File: src/rtl/mov_izquierda_seq.sv
// Sequential 2048-style left move over a 4x4 board, one row per cycle.
// Score accumulation is built only when MOV_IZQUIERDA_PUNTAJE_EN is defined.
module mov_izquierda_seq #(
    parameter int W = 32
) (
    input  logic                      clk,
    input  logic                      rst_n,
    input  logic                      start,
    input  logic [3:0][3:0][W-1:0]    matriz_entrada,
    output logic [3:0][3:0][W-1:0]    matriz_resultante,
    output logic                      mov,
    output logic [W-1:0]              puntaje,
    output logic                      busy,
    output logic                      done
);

    typedef enum logic [1:0] {IDLE, FILA, FIN} estado_t;
    typedef logic [3:0][W-1:0] fila_t;

    estado_t                 estado_q, estado_d;
    logic [1:0]              fila_q, fila_d;
    logic [3:0][3:0][W-1:0]  tablero_q, tablero_d;
    logic [3:0][3:0][W-1:0]  res_q, res_d;
    logic                    mov_acc_q, mov_acc_d;
    logic                    mov_q, mov_d;
    logic                    done_q, done_d;

    fila_t                   fila_in, fila_cmp, fila_mrg, fila_out;
    logic [2:0]              fusion;
    logic                    salta;
    logic                    fila_mov;

    function automatic fila_t compactar(input fila_t f);
        fila_t      r;
        logic [2:0] n;
        r = '0;
        n = '0;
        for (int i = 0; i < 4; i++) begin
            if (f[i] != '0) begin
                r[n[1:0]] = f[i];
                n = n + 3'd1;
            end
        end
        return r;
    endfunction

    // Single row datapath: compact, merge pairs once each, compact again.
    always_comb begin
        fila_in  = tablero_q[fila_q];
        fila_cmp = compactar(fila_in);
        fila_mrg = fila_cmp;
        fusion   = '0;
        salta    = 1'b0;
        for (int i = 0; i < 3; i++) begin
            if (!salta && fila_cmp[i] != '0 && fila_cmp[i] == fila_cmp[i+1]) begin
                fila_mrg[i]   = fila_cmp[i] + fila_cmp[i];
                fila_mrg[i+1] = '0;
                fusion[i]     = 1'b1;
                salta         = 1'b1;
            end else begin
                salta = 1'b0;
            end
        end
        fila_out = compactar(fila_mrg);
        fila_mov = (fila_out != fila_in);
    end

    always_comb begin
        estado_d  = estado_q;
        fila_d    = fila_q;
        tablero_d = tablero_q;
        res_d     = res_q;
        mov_acc_d = mov_acc_q;
        mov_d     = mov_q;
        done_d    = 1'b0;
        case (estado_q)
            IDLE: begin
                if (start) begin
                    tablero_d = matriz_entrada;
                    fila_d    = 2'd0;
                    mov_acc_d = 1'b0;
                    estado_d  = FILA;
                end
            end
            FILA: begin
                tablero_d[fila_q] = fila_out;
                mov_acc_d         = mov_acc_q | fila_mov;
                fila_d            = fila_q + 2'd1;
                if (fila_q == 2'd3) begin
                    estado_d = FIN;
                end
            end
            FIN: begin
                // Results become visible only once the whole board is done.
                res_d    = tablero_q;
                mov_d    = mov_acc_q;
                done_d   = 1'b1;
                estado_d = IDLE;
            end
            default: estado_d = IDLE;
        endcase
    end

    always_ff @(posedge clk or negedge rst_n) begin
        if (!rst_n) begin
            estado_q  <= IDLE;
            fila_q    <= '0;
            tablero_q <= '0;
            res_q     <= '0;
            mov_acc_q <= 1'b0;
            mov_q     <= 1'b0;
            done_q    <= 1'b0;
        end else begin
            estado_q  <= estado_d;
            fila_q    <= fila_d;
            tablero_q <= tablero_d;
            res_q     <= res_d;
            mov_acc_q <= mov_acc_d;
            mov_q     <= mov_d;
            done_q    <= done_d;
        end
    end

`ifdef MOV_IZQUIERDA_PUNTAJE_EN
    logic [W-1:0] fila_pts;
    logic [W-1:0] pts_acc_q, pts_acc_d;
    logic [W-1:0] puntaje_q, puntaje_d;

    always_comb begin
        fila_pts = '0;
        for (int i = 0; i < 3; i++) begin
            if (fusion[i]) begin
                fila_pts = fila_pts + fila_mrg[i];
            end
        end
    end

    always_comb begin
        pts_acc_d = pts_acc_q;
        puntaje_d = puntaje_q;
        case (estado_q)
            IDLE:    if (start) pts_acc_d = '0;
            FILA:    pts_acc_d = pts_acc_q + fila_pts;
            FIN:     puntaje_d = pts_acc_q;
            default: pts_acc_d = pts_acc_q;
        endcase
    end

    always_ff @(posedge clk or negedge rst_n) begin
        if (!rst_n) begin
            pts_acc_q <= '0;
            puntaje_q <= '0;
        end else begin
            pts_acc_q <= pts_acc_d;
            puntaje_q <= puntaje_d;
        end
    end

    assign puntaje = puntaje_q;
`else
    assign puntaje = '0;
`endif

    assign matriz_resultante = res_q;
    assign mov               = mov_q;
    assign done              = done_q;
    assign busy              = (estado_q != IDLE);

endmodule
File: config.mk
export PLATFORM = sky130hd
export DESIGN_NAME = mov_izquierda_seq
export DESIGN_NICKNAME = d
export VERILOG_FILES = /design/src/rtl/mov_izquierda_seq.sv
export SDC_FILE = /design/constraint.sdc
export NUM_CORES = 2
export LEC_CHECK = 0
export BUFFER_PORTS_ARGS = -buffer_cell sky130_fd_sc_hd__buf_2
export CELL_PAD_IN_SITES_DETAIL_PLACEMENT = 0
export CELL_PAD_IN_SITES_GLOBAL_PLACEMENT = 1
export CORE_AREA = 2 2 419 421
export CTS_CLUSTER_DIAMETER = 80
export DETAILED_ROUTE_END_ITERATION = 6
export DIE_AREA = 0 0 421 423
export PLACE_DENSITY = 0.81
export SYNTH_ARGS = -nofsm -noshare
export SYNTH_HDL_FRONTEND = slang
export SYNTH_SLANG_ARGS = --single-unit
File: constraint.sdc
create_clock -name clk -period 12.5 [get_ports clk]
set_input_delay 0.625 -clock clk [delete_from_list [all_inputs] [get_ports clk]]
set_output_delay 0.625 -clock clk [all_outputs]
set_load 0.005 [all_outputs]
---- Word-level counts from Yosys, hierarchy flattened ----
Index checks and enable logic that the tools add are counted.
word-level totals
  register bits ........................... 1031
  latch bits .............................. 0
  memory bits (writable) .................. 0
  ROM bits ................................ 0
  input port bits ......................... 515
  output and inout bits ................... 547
  memories ................................ 0
operators by class
  add/sub/neg operators ................... 8
  multipliers ............................. 0
  div/mod/pow operators ................... 0
  magnitude comparators ................... 14
  eq/ne operators ......................... 9
  shifts and indexed selects .............. 0
  mux-type cells .......................... 52
  bitwise logic cells ..................... 1
  reduce and logical (&&, ||, !) cells .... 30
operators by type and width
  cell                                                 number
  two-way mux 128 bit                                  8
  case mux 512 bit (2 select lines)                    1
  bitwise mux 128 bit                                  6
  bitwise mux 512 bit                                  1
  two-way mux 512 bit                                  1
  demux 32 bit (select 2 bit)                          6
  nonzero test 32 bit                                  11
  binary-select mux 128 bit (select 2 bit)             1
  demux 128 bit (select 2 bit)                         1
  two-way mux 32 bit                                   8
  two-way mux 64 bit                                   3
  inequality test 128 bit                              1
  adder 32 bit                                         3
  == test 32 bit                                       3
  < comparator 2 x 3 -> 1 bit, second input constant   7
  >= comparator 2 x 1 -> 1 bit, second input constant  7
  two-way mux 2 bit                                    7
  logical AND 1 bit                                    12
  case mux 2 bit (2 select lines)                      2
  adder 2 x 1 -> 2 bit, second input constant          3
  two-way mux 1 bit                                    6
  adder 1 x 1 -> 2 bit, second input constant          2
  == test 2 bit, second input constant                 2
  inequality test 2 bit, second input constant         2
  other kinds (7)                                      10

---- Longest topological paths before layout ----
  depth after elaboration ................. 36
  gate-level depth with buffers ........... 50
  mapped depth without buffers ............ 34

---- Worst setup path before layout ----
No wires, ideal clock.
  path type ............................... flip-flop to flip-flop
  start point ............................. register fila_q[0]
  end point ............................... register mov_acc_q
  arrival time ............................ 10.362 ns
  data required time ...................... 12.355 ns
  setup slack ............................. 1.994 ns
  stages on the path, launching flop included .. 46
  cell sequence ........................... dfrtp_1 > buf_6 > buf_6 > buf_6 > buf_6 > mux4_2 > nor4_1 > nand3_1 > or3_1 > buf_6 > buf_6 > buf_6 > buf_2 > ha_1 > clkbuf_1 > inv_1 > nor4_2 > o21a_1 > [... 10 more ...] > nor4_1 > o2111a_1 > nand4_1 > nor2b_1 > ha_1 > buf_1 > inv_1 > or4_1 > a21o_1 > buf_4 > buf_6 > mux2i_1 > xnor2_1 > nand2_1 > nor4_1 > nand4_1 > nor4_2 > a41oi_1
between the ends
  word-level cells in the longest chain between the ends .. 36
  elaborated cells on any way between the ends .. 88
ends and longest elaborated chain
  item                                                                  RTL line  RTL
  start, declared                                                       21        logic [1:0] fila_q, fila_d;
  start signal, assigned                                                115       fila_q <= fila_d;
  binary-select mux 128 bit (select 2 bit) (*)                          49        fila_in = tablero_q[fila_q];
  two-way mux 128 bit (not written as such) (*)                         49
  branches (longest 31 deep; another with < comparator 2 x 3 -> 1 bit)  --
  inequality test 128 bit (*)                                           65        fila_mov = (fila_out != fila_in);
  OR 1 bit (*)                                                          87        mov_acc_d = mov_acc_q | fila_mov;
  case mux 1 bit (2 select lines) (*)                                   76        case (estado_q)
  end signal, assigned                                                  118       mov_acc_q <= mov_acc_d;
  end, declared                                                         24        logic mov_acc_q, mov_acc_d;
Every way passes the cells marked *. The select of a mux whose other input is x is not followed.
A chain may end at the register's enable or synchronous reset.

---- Worst setup path after layout ----
Same ends and word-level chain as after synthesis.

==> results.rst <==
.. list-table::
   :header-rows: 1

   * - Metric
     - Value
   * - Outcome
     - finished, violations left
   * - Failing checks
     - design-rule violations
   * - Flops & latches, synth
     - 1031
   * - Initial standard-cell utilization of the core
     - 0.350
   * - Worst endpoint required time
     - 13.16 ns
   * - Number of instances on the worst hold path
     - 3
   * - Number of clock buffers inserted by TritonCTS
     - 113
   * - Startpoint of the tightest hold check path
     - matriz_entrada[78]
   * - Most common flop cell mapped by yosys
     - dfrtp_1
   * - Number of distinct library cells after synthesis
     - 121
   * - Pin count of the biggest net entering global routing
     - 181
   * - Slew Limit Headroom
     - 0.0553
   * - Final Hold Viols
     - 0
   * - Wire length of the first global-routing pass
     - 600000 µm
   * - CP max stage cell
     - dfrtp_4
   * - Core Region
     - 0.173 mm²
   * - # Max-Cap Violations
     - 0
   * - Endpoint arrival time on the critical path
     - 12.74 ns
   * - Clock input transition at the sequential cells of the worst setup and hold paths
     - 0.07 ns
   * - Layout cell share with drive strength beyond 1
     - 0.285
   * - Die Y
     - 423 µm
   * - Mean Syn Cell Area
     - 8.27 µm²
   * - Internal reg-to-reg setup slack
     - 0.42 ns
   * - CTS root buf
     - clkbuf_16
   * - Setup TNS Final
     - 0 ns
   * - Synthesis-to-layout area growth
     - 29.7%
   * - Synth warn
     - 0
   * - Delay of the slowest cell on the worst path
     - 0.72 ns
   * - Router iterations before antenna repair
     - 7
   * - Kind of capture point of the worst setup path
     - register
   * - Vias in the first global route
     - 66681
   * - Nets
     - 9449
   * - Highest-count cells in the layout ignoring fill and taps
     - nand2_1 (1862), dfrtp_1 (1029), buf_2 (1028), buf_4 (982), nor2_1 (853)
   * - Standard-cell row count
     - 153
   * - Clock network latency to the later pin of the worst-skew pair
     - 0.82 ns
   * - Startpoint types
     - register
   * - Layout Cells excl Fill
     - 11423
   * - Type of the worst min-delay path
     - input pin to register
   * - Top cells by area, synth
     - dfrtp_1 (43%), nand2_1 (12%), a21oi_1 (6.7%)
   * - Port-buffer cells
     - 1029
   * - Actual slew at the worst max-slew pin
     - 1.38 ns
   * - Detailed Place HPWL
     - 358000 µm
   * - Category of the most critical setup path
     - register to register
   * - Post-synth design cell area
     - 0.0606 mm²
   * - FF-to-FF path depth
     - 39
   * - Most common library cell in the layout ignoring fill and taps
     - nand2_1
   * - H-tree levels
     - 3
   * - Time the worst path needs with I/O delays and setup
     - 12.08 ns
   * - Average via count per standard cell
     - 6.34
   * - Remaining number of nets flagged by the antenna check after routing
     - 0
   * - Wire per inst
     - 39.9 µm
   * - Top achievable clock speed
     - 0.0828 GHz
   * - Number of DRC violations after detailed routing
     - 1
   * - Iter 0 DRT Violations
     - 11235
   * - Max Clock Skew
     - 0.0801 ns
   * - Global routing usage summed across all routing layers
     - 0.492
   * - Final setup violation count
     - 0
   * - Deepest clock path buffer count
     - 3
   * - Die area
     - 0.178 mm²
   * - Number of slew-limit violations in the final report
     - 0
   * - Top-area cell type share of the netlist area
     - 0.426
   * - Final worst slack
     - 0.419 ns
   * - Crit share post-route
     - 0.966
   * - Via Count
     - 72459
   * - Launch instance of the worst register-to-register path
     - fila_q[0]
   * - Final Routed Wirelength
     - 455000 µm
   * - Clock tree from TritonCTS
     - done
   * - Count of flip-flops with a built-in enable after synthesis
     - 0
   * - Antenna violations before repair
     - 99
   * - RSZ-0062 raised after global routing
     - false
   * - Sequential-to-total area share from yosys stat
     - 0.426
   * - Total congestion overflow
     - 0
   * - Synthesized instance count
     - 7329
   * - Pre-CTS setup slack
     - 0.567 ns
   * - I/O pin total
     - 1062
   * - Area leader, netlist
     - dfrtp_1
   * - Die Span X
     - 421 µm
   * - DP Cell Count
     - 11134
   * - Critical Path Fanout Max
     - 17
   * - Async set or reset register ratio after synthesis
     - 1.00
   * - Final weighted congestion in routability-driven placement
     - 1.20
   * - Most used cell, CP
     - buf_4
   * - Hold slack final
     - 0.0602 ns
   * - Sink of the worst hold path
     - tablero_q[78]
   * - Capture point of the worst reg-to-reg path
     - mov_acc_q
   * - TritonCTS sink count
     - 1031
==> critical path: cells and delay by family, from the launching register on <==
| kind | cells | cell delay (ns) |
|---|---|---|
| AND/OR/NAND/NOR | 19 | 5.64 |
| buffers and inverters | 9 | 1.88 |
| AO/OA/AOI/OAI | 6 | 1.60 |
| multiplexers | 3 | 1.15 |
| adder cells (fa/ha/maj) | 2 | 0.83 |
| flip-flops | 1 | 0.72 |
==> timing repair <==
action | in CTS | in global routing
gates resized for setup | 0 | 1
hold endpoints to repair | 63 | 0
buffers inserted | 0 | 1
setup endpoints to repair | 0 | 1
hold buffers | 1 | 0
==> flip-flops by register name (all words and copies together), names as in the netlist <==
name               cells
matriz_resultante    512
tablero_q            512
estado_q               2
fila_q                 2
done                   1
mov                    1
mov_acc_q              1
==> layer usage <==
metal	vias up	track usage	wire length, µm
met2	5772	0.675	183000
met4	52	0.336	37700
met5	-	0.0110	553
met3	1430	0.191	60100
li1	29088	-	-
met1	36117	0.632	174000
==> per-stage QoR <==
stage | area (µm²) | util
detailed placement | 74600 | 0.431
global route | 78500 | 0.453
CTS | 78400 | 0.452
floorplan | 60700 | -
finish | 78600 | 0.454
global placement | 74600 | 0.431
==> Yosys cell counts (89+ instances only) <==
cell type and count:
mux2i_1 121, clkbuf_1 385, nand2_1 1866, nand3_1 116, buf_2 89, nor3_1 94, o21ai_0 166, a21oi_1 811
a22oi_1 460, mux4_2 125, dfrtp_1 1031, nor2_1 855
==> layout make-up <==
cell class / count / area [µm²]
inverters: 71 / 279
clock inverters: 42 / 434
repair buffers: 2059 / 13500
multi-input cells: 5650 / 32200
flip-flops and latches: 1031 / 25800
well taps: 2325 / 2910
clock buffers: 169 / 3340
fillers: 17457 / 94600
diodes: 76 / 190
==> how the worst max path moves through the flow <==
stage	endpoint	start	cells after the start	slack [ns]
floorplan	mov_acc_q	fila_q[0]	45	1.99
global placement	mov_acc_q	fila_q[0]	34	0.34
detailed placement	mov_acc_q	fila_q[0]	36	0.57
CTS	mov_acc_q	fila_q[0]	36	0.51
global route	mov_acc_q	fila_q[0]	36	0.16
finish	mov_acc_q	fila_q[0]	39	0.42
==> cells by family (layout without fill, tap and decap cells) <==
logic type,count (synthesis),after routing,share of synthesized area
simple gates,3211,3211,0.219
compound gates,1996,1996,0.211
flops,1031,1031,0.426
buf+inv,679,2341,0.0502
mux,312,312,0.0793
xor+xnor,91,91,0.0132
fa+ha+maj,8,8,0.00165
other cells,1,108,0.0000619
Power is left out: the tool's default activity adds up to more than one toggle a clock period on the data nets, which glitch-free logic cannot reach.
